==> src/rtl/mips_pkg.sv <==
// mips_pkg: shared types and constants for the MIPS data-memory arbiter.
//   gnt_e       - which requester drives d_mem in the current cycle
//   arb_state_e - dmem_arbiter FSM state
//   STARVE_MAX_DEFAULT - default number of lost cycles before the external
//                        port is forced through (fairness build)
package mips_pkg;

  typedef enum logic [1:0] {
    GNT_NONE = 2'd0,
    GNT_CPU  = 2'd1,
    GNT_EXT  = 2'd2
  } gnt_e;

  typedef enum logic {
    ARB_IDLE = 1'b0,
    ARB_ACK  = 1'b1
  } arb_state_e;

  localparam int unsigned STARVE_MAX_DEFAULT = 4;

endpackage

==> src/rtl/dmem_arbiter_starve_cnt.sv <==
// arb_starve_cnt: saturating starvation counter with synchronous clear.
//   clock  in  clock, rising edge
//   reset  in  synchronous active-high reset, count -> 0
//   inc    in  count one lost cycle (saturates at MAX)
//   clr    in  clear count (wins over inc)
//   at_max out count has reached MAX
module arb_starve_cnt #(
  parameter int unsigned MAX = 4
) (
  input  logic clock,
  input  logic reset,
  input  logic inc,
  input  logic clr,
  output logic at_max
);

  localparam int unsigned CW = $clog2(MAX + 1);

  logic [CW-1:0] cnt_q;
  logic [CW-1:0] cnt_d;

  assign at_max = (cnt_q == CW'(MAX));

  always_comb begin
    cnt_d = cnt_q;
    if (clr) begin
      cnt_d = '0;
    end else if (inc && !at_max) begin
      cnt_d = cnt_q + CW'(1);
    end
  end

  always_ff @(posedge clock) begin
    if (reset) begin
      cnt_q <= '0;
    end else begin
      cnt_q <= cnt_d;
    end
  end

endmodule

==> src/rtl/dmem_arbiter.sv <==
// dmem_arbiter: shares d_mem between the core load/store path and an
// external loader/debug port. CPU has priority; the external port gets a
// one-cycle grant followed by a registered acknowledge cycle.
// Build option: define DMEM_ARB_FAIRNESS_EN to force the external port
// through after STARVE_MAX consecutive lost IDLE cycles.
// Ports:
//   clock, reset                     clock / synchronous active-high reset
//   cpu_req/we/addr/wdata            core access; cpu_rdata = mem_rdata
//   cpu_stall                        core lost arbitration this cycle
//   ext_req/we/addr/wdata            external access, held until ext_ack
//   ext_ack, ext_rdata               registered completion / read data
//   mem_we/re/addr/wdata, mem_rdata  d_mem side
module dmem_arbiter
  import mips_pkg::*;
#(
  parameter int unsigned ADDR_W     = 32,
  parameter int unsigned DATA_W     = 32,
  parameter int unsigned STARVE_MAX = STARVE_MAX_DEFAULT
) (
  input  logic              clock,
  input  logic              reset,
  input  logic              cpu_req,
  input  logic              cpu_we,
  input  logic [ADDR_W-1:0] cpu_addr,
  input  logic [DATA_W-1:0] cpu_wdata,
  output logic [DATA_W-1:0] cpu_rdata,
  output logic              cpu_stall,
  input  logic              ext_req,
  input  logic              ext_we,
  input  logic [ADDR_W-1:0] ext_addr,
  input  logic [DATA_W-1:0] ext_wdata,
  output logic              ext_ack,
  output logic [DATA_W-1:0] ext_rdata,
  output logic              mem_we,
  output logic              mem_re,
  output logic [ADDR_W-1:0] mem_addr,
  output logic [DATA_W-1:0] mem_wdata,
  input  logic [DATA_W-1:0] mem_rdata
);

  if (STARVE_MAX < 1 || STARVE_MAX > 15) begin : g_bad_starve_max
    $error("dmem_arbiter: STARVE_MAX must be in 1..15");
  end

  arb_state_e        state_q, state_d;
  logic              ext_ack_q, ext_ack_d;
  logic [DATA_W-1:0] ext_rdata_q, ext_rdata_d;
  gnt_e              gnt;
  logic              force_ext;

`ifdef DMEM_ARB_FAIRNESS_EN
  logic starve_inc;

  // A lost cycle only counts while the request is actually eligible (IDLE).
  assign starve_inc = (state_q == ARB_IDLE) && ext_req && (gnt == GNT_CPU);

  arb_starve_cnt #(
    .MAX (STARVE_MAX)
  ) u_starve_cnt (
    .clock  (clock),
    .reset  (reset),
    .inc    (starve_inc),
    .clr    (gnt == GNT_EXT),
    .at_max (force_ext)
  );
`else
  assign force_ext = 1'b0;
`endif

  // ext_req is ignored in ACK so a held request is not granted twice.
  always_comb begin
    gnt = GNT_NONE;
    if (!reset) begin
      if (state_q == ARB_IDLE && ext_req && (!cpu_req || force_ext)) begin
        gnt = GNT_EXT;
      end else if (cpu_req) begin
        gnt = GNT_CPU;
      end
    end
  end

  always_comb begin
    mem_we    = 1'b0;
    mem_re    = 1'b0;
    mem_addr  = cpu_addr;
    mem_wdata = cpu_wdata;
    case (gnt)
      GNT_CPU: begin
        mem_we = cpu_we;
        mem_re = !cpu_we;
      end
      GNT_EXT: begin
        mem_we    = ext_we;
        mem_re    = !ext_we;
        mem_addr  = ext_addr;
        mem_wdata = ext_wdata;
      end
      default: ;
    endcase
  end

  assign cpu_rdata = mem_rdata;
  assign cpu_stall = cpu_req && (gnt == GNT_EXT);
  assign ext_ack   = ext_ack_q;
  assign ext_rdata = ext_rdata_q;

  always_comb begin
    state_d     = (gnt == GNT_EXT) ? ARB_ACK : ARB_IDLE;
    ext_ack_d   = (gnt == GNT_EXT);
    ext_rdata_d = ext_rdata_q;
    if (gnt == GNT_EXT && !ext_we) begin
      ext_rdata_d = mem_rdata;
    end
  end

  always_ff @(posedge clock) begin
    if (reset) begin
      state_q     <= ARB_IDLE;
      ext_ack_q   <= 1'b0;
      ext_rdata_q <= '0;
    end else begin
      state_q     <= state_d;
      ext_ack_q   <= ext_ack_d;
      ext_rdata_q <= ext_rdata_d;
    end
  end

endmodule

==> config.mk <==
export PLATFORM = sky130hd
export DESIGN_NAME = dmem_arbiter
export DESIGN_NICKNAME = d
export VERILOG_FILES = /design/src/rtl/mips_pkg.sv /design/src/rtl/dmem_arbiter_starve_cnt.sv /design/src/rtl/dmem_arbiter.sv
export SDC_FILE = /design/constraint.sdc
export NUM_CORES = 1
export LEC_CHECK = 0
export CORE_AREA = 2 2 117 119
export CTS_CLUSTER_DIAMETER = 60
export DETAILED_ROUTE_END_ITERATION = 10
export DIE_AREA = 0 0 119 121
export GPL_ROUTABILITY_DRIVEN = 0
export SLEW_MARGIN = 10
export SYNTH_ARGS = -nofsm -noshare
export SYNTH_HDL_FRONTEND = slang
export SYNTH_SLANG_ARGS = --single-unit
==> constraint.sdc <==
create_clock -name clock -period 2.2 [get_ports clock]
set_input_delay 0.44 -clock clock [delete_from_list [all_inputs] [get_ports clock]]
set_output_delay 0.44 -clock clock [all_outputs]
set_load 0.005 [all_outputs]
==> results_dict.tcl <==
set metrics [dict create \
    status "complete, but fails checks" \
    violations "setup timing" \
    layout-drive-gt1-share_pct 33.5 \
    coreArea_um2 13100 \
    ys_ff_latch 33 \
    grt_pass1_vias 3710 \
    antennaDiodeCount 0 \
    netlist_top_cells_count "nand2_1 (192), buf_4 (33), dfxtp_1 (33)" \
    num_rows 42 \
    skew_ns 0.00311 \
    clockRootBuffer "clkbuf_16" \
    cts.path.max_buffers 2 \
    cts_made_buffers 5 \
    grt_use_met2_pct 31.7 \
    syn_to_final_growth_pct 168 \
    synth_top_area_cell "nand2_1" \
    reg2reg_depth 11 \
    finalSetupViolCount 64 \
    post_drt_wl_per_cell_um 15.6 \
    fin_crit_sh_pct 108 \
    layout_min_cycle_time_ns 2.39 \
    hpwl_um 9090 \
    pin_count 298 \
    worstPathRequired_ns 1.76 \
    antenna_found_initial 0 \
    ys_top_cells_by_area "nand2_1 (31%), dfxtp_1 (28%), buf_4 (11%)" \
    timing.hold.ws_ns 0.473 \
    finalPower_mw 2.35 \
    cts_max_level 2 \
    drt_first_pass_iters 4 \
    worstSetupEndpointType "output pin" \
    path_max_fanout 8 \
    ys_seq_area_share_pct 28.3 \
    grtUsageMet3_pct 4.04 \
    min_delay_path_depth 2 \
    fmax_mhz 419 \
    vias_per_cell 4.26 \
    finalMaxSlewViolations 0 \
    yosysMostFrequentCell "nand2_1" \
    netlist.area_leader.share_pct 30.8 \
    hold_start "ext_rdata[14]" \
    rsz0062_at_grt "yes" \
    worstSkewPairLatency_ns 0.27 \
    track_usage_pct 17.3 \
    grt.busiest_layer "met2" \
    hold_end "ext_rdata[14]" \
    synth-async-reset-ratio_pct 0 \
    placed_area_um2 5270 \
    grt_overflow_total 0 \
    cts.clk_slew.worst_paths_ns 0.05 \
    syn_nets 559 \
    vias 3706 \
    avgSynthCellArea_um2 5.95 \
    cap_violations 0 \
    grt_max_degree 34 \
    grt_pass1_wl_um 19900 \
    setup_tns_ns -6.83 \
    grt_use_met1_pct 20.6 \
    final_cells 869 \
    p_leak_nw 2.80 \
    synthFlopType "dfxtp_1" \
    path_class "in -> out" \
    synth_edf_count 0 \
    syn_area_um2 2340 \
    cts_tree "yes" \
    placed_cells 819 \
    syn-instance-count 393 \
    regToRegEndpoint "ext_rdata[18]" \
    die_area_um2 14400 \
    cp_data_arrival_time_ns 1.95 \
    fin_nets 858 \
    stdcell_area_um2 6270 \
    drc 0 \
    r2r_slack_ns 0.11 \
    p_per_area_nw_per_um2 375 \
    finalWirelength_um 13600 \
    cts.sinks 33 \
    vdd_drop_max_mv 0.255 \
    start_kind "input port" \
    port_buffers 296 \
    yosysWarnings 0 \
    min_path_type "reg -> reg" \
    synth_cell_types 15 \
    start_util_pct 17.9 \
    die_w_um 119 \
    finalWorstSetupSlack_ns -0.186 \
    die_h_um 121 \
    r2r-start "state_q" \
    first_iter_violations 140 \
    ant_nets 0 \
    final-hold-violation-count 0 \
]
## repair_timing
item | CTS | global route
setup buffers | 29 | 8
hold buffers | 0 | 0
endpoints found under the setup margin | 72 | 95
gates resized for setup | 374 | 79
pin swaps | 45 | 31
gates cloned | 11 | 1
## where the power goes
| group | switching [mW] | total (mW) | leakage (nW) | internal, mW |
|---|---|---|---|---|
| Clock | 0.243 | 0.808 | 0.0841 | 0.565 |
| Sequential | 0.00569 | 0.617 | 0.267 | 0.611 |
| Combinational | 0.344 | 0.927 | 2.45 | 0.584 |
## layout make-up
cell class	instances	area (µm²)
sequential	33	662
clock buffer	7	143
timing repair buffer	356	3580
multi-input combinational	293	1620
fill	1297	6810
tap	176	220
clock inverter	1	30.0
inverter	3	23.8
## cell families (layout without fill, tap and decap cells)
| family | count (synthesis) | after routing | share of synthesized area [%] |
|---|---|---|---|
| simple gates | 226 | 226 | 38.4 |
| buf+inv | 67 | 367 | 19.0 |
| compound gates | 66 | 66 | 14.2 |
| flops | 33 | 33 | 28.3 |
| other cells | 1 | 1 | 0.160 |
## through the flow
| step | setup WS [ns] | util [%] |
|---|---|---|
| global placement | -0.740 | 40.3 |
| detailed placement | -0.739 | 40.3 |
| CTS | -0.220 | 46.3 |
| global route | -0.236 | 47.9 |
| finish | -0.186 | 47.9 |
| floorplan | 0.0920 | - |
## placed cells by master (no fill, tap or decap), types with 6 or more instances in the layout
cell / netlist / final
buf_8: 0 / 7
buf_12: 0 / 15
nand2_2: 0 / 68
buf_4: 33 / 17
clkbuf_16: 0 / 6
a21oi_1: 32 / 32
buf_2: 8 / 59
buf_6: 7 / 19
o21ai_0: 32 / 32
dfxtp_1: 33 / 32
nand2_4: 0 / 24
clkdlybuf4s50_1: 0 / 227
nand3_1: 32 / 32
buf_16: 0 / 8
nand2_1: 192 / 100
## state kept, by name, indices dropped and copies added (netlist names)
name       cells
state_q        1
ext_rdata     32
## critical path: stages
cell,delay (ns)
buf_2,0.12
or4b_4,0.55
buf_12,0.15
clkinv_8,0.04
buf_12,0.10
buf_8,0.10
buf_12,0.10
buf_12,0.13
nand2_1,0.06
nand2_1,0.04
buf_2,0.10
## how the worst max path moves through the flow
stage	slack (ns)	endpoint	from
floorplan	0.09	mem_addr[11]	reset
global placement	-0.74	mem_addr[27]	reset
detailed placement	-0.74	mem_addr[27]	reset
CTS	-0.22	mem_addr[2]	state_q
global route	-0.24	mem_wdata[16]	state_q
finish	-0.19	mem_wdata[10]	cpu_req
## metal layers
metal  routed length (µm)  vias up
li1                     -     1832
met4                  146        0
met3                 1000       13
met1                 5560     1683
met5                    0        -
met2                 6860      178
(Power assumes the default switching activity.)
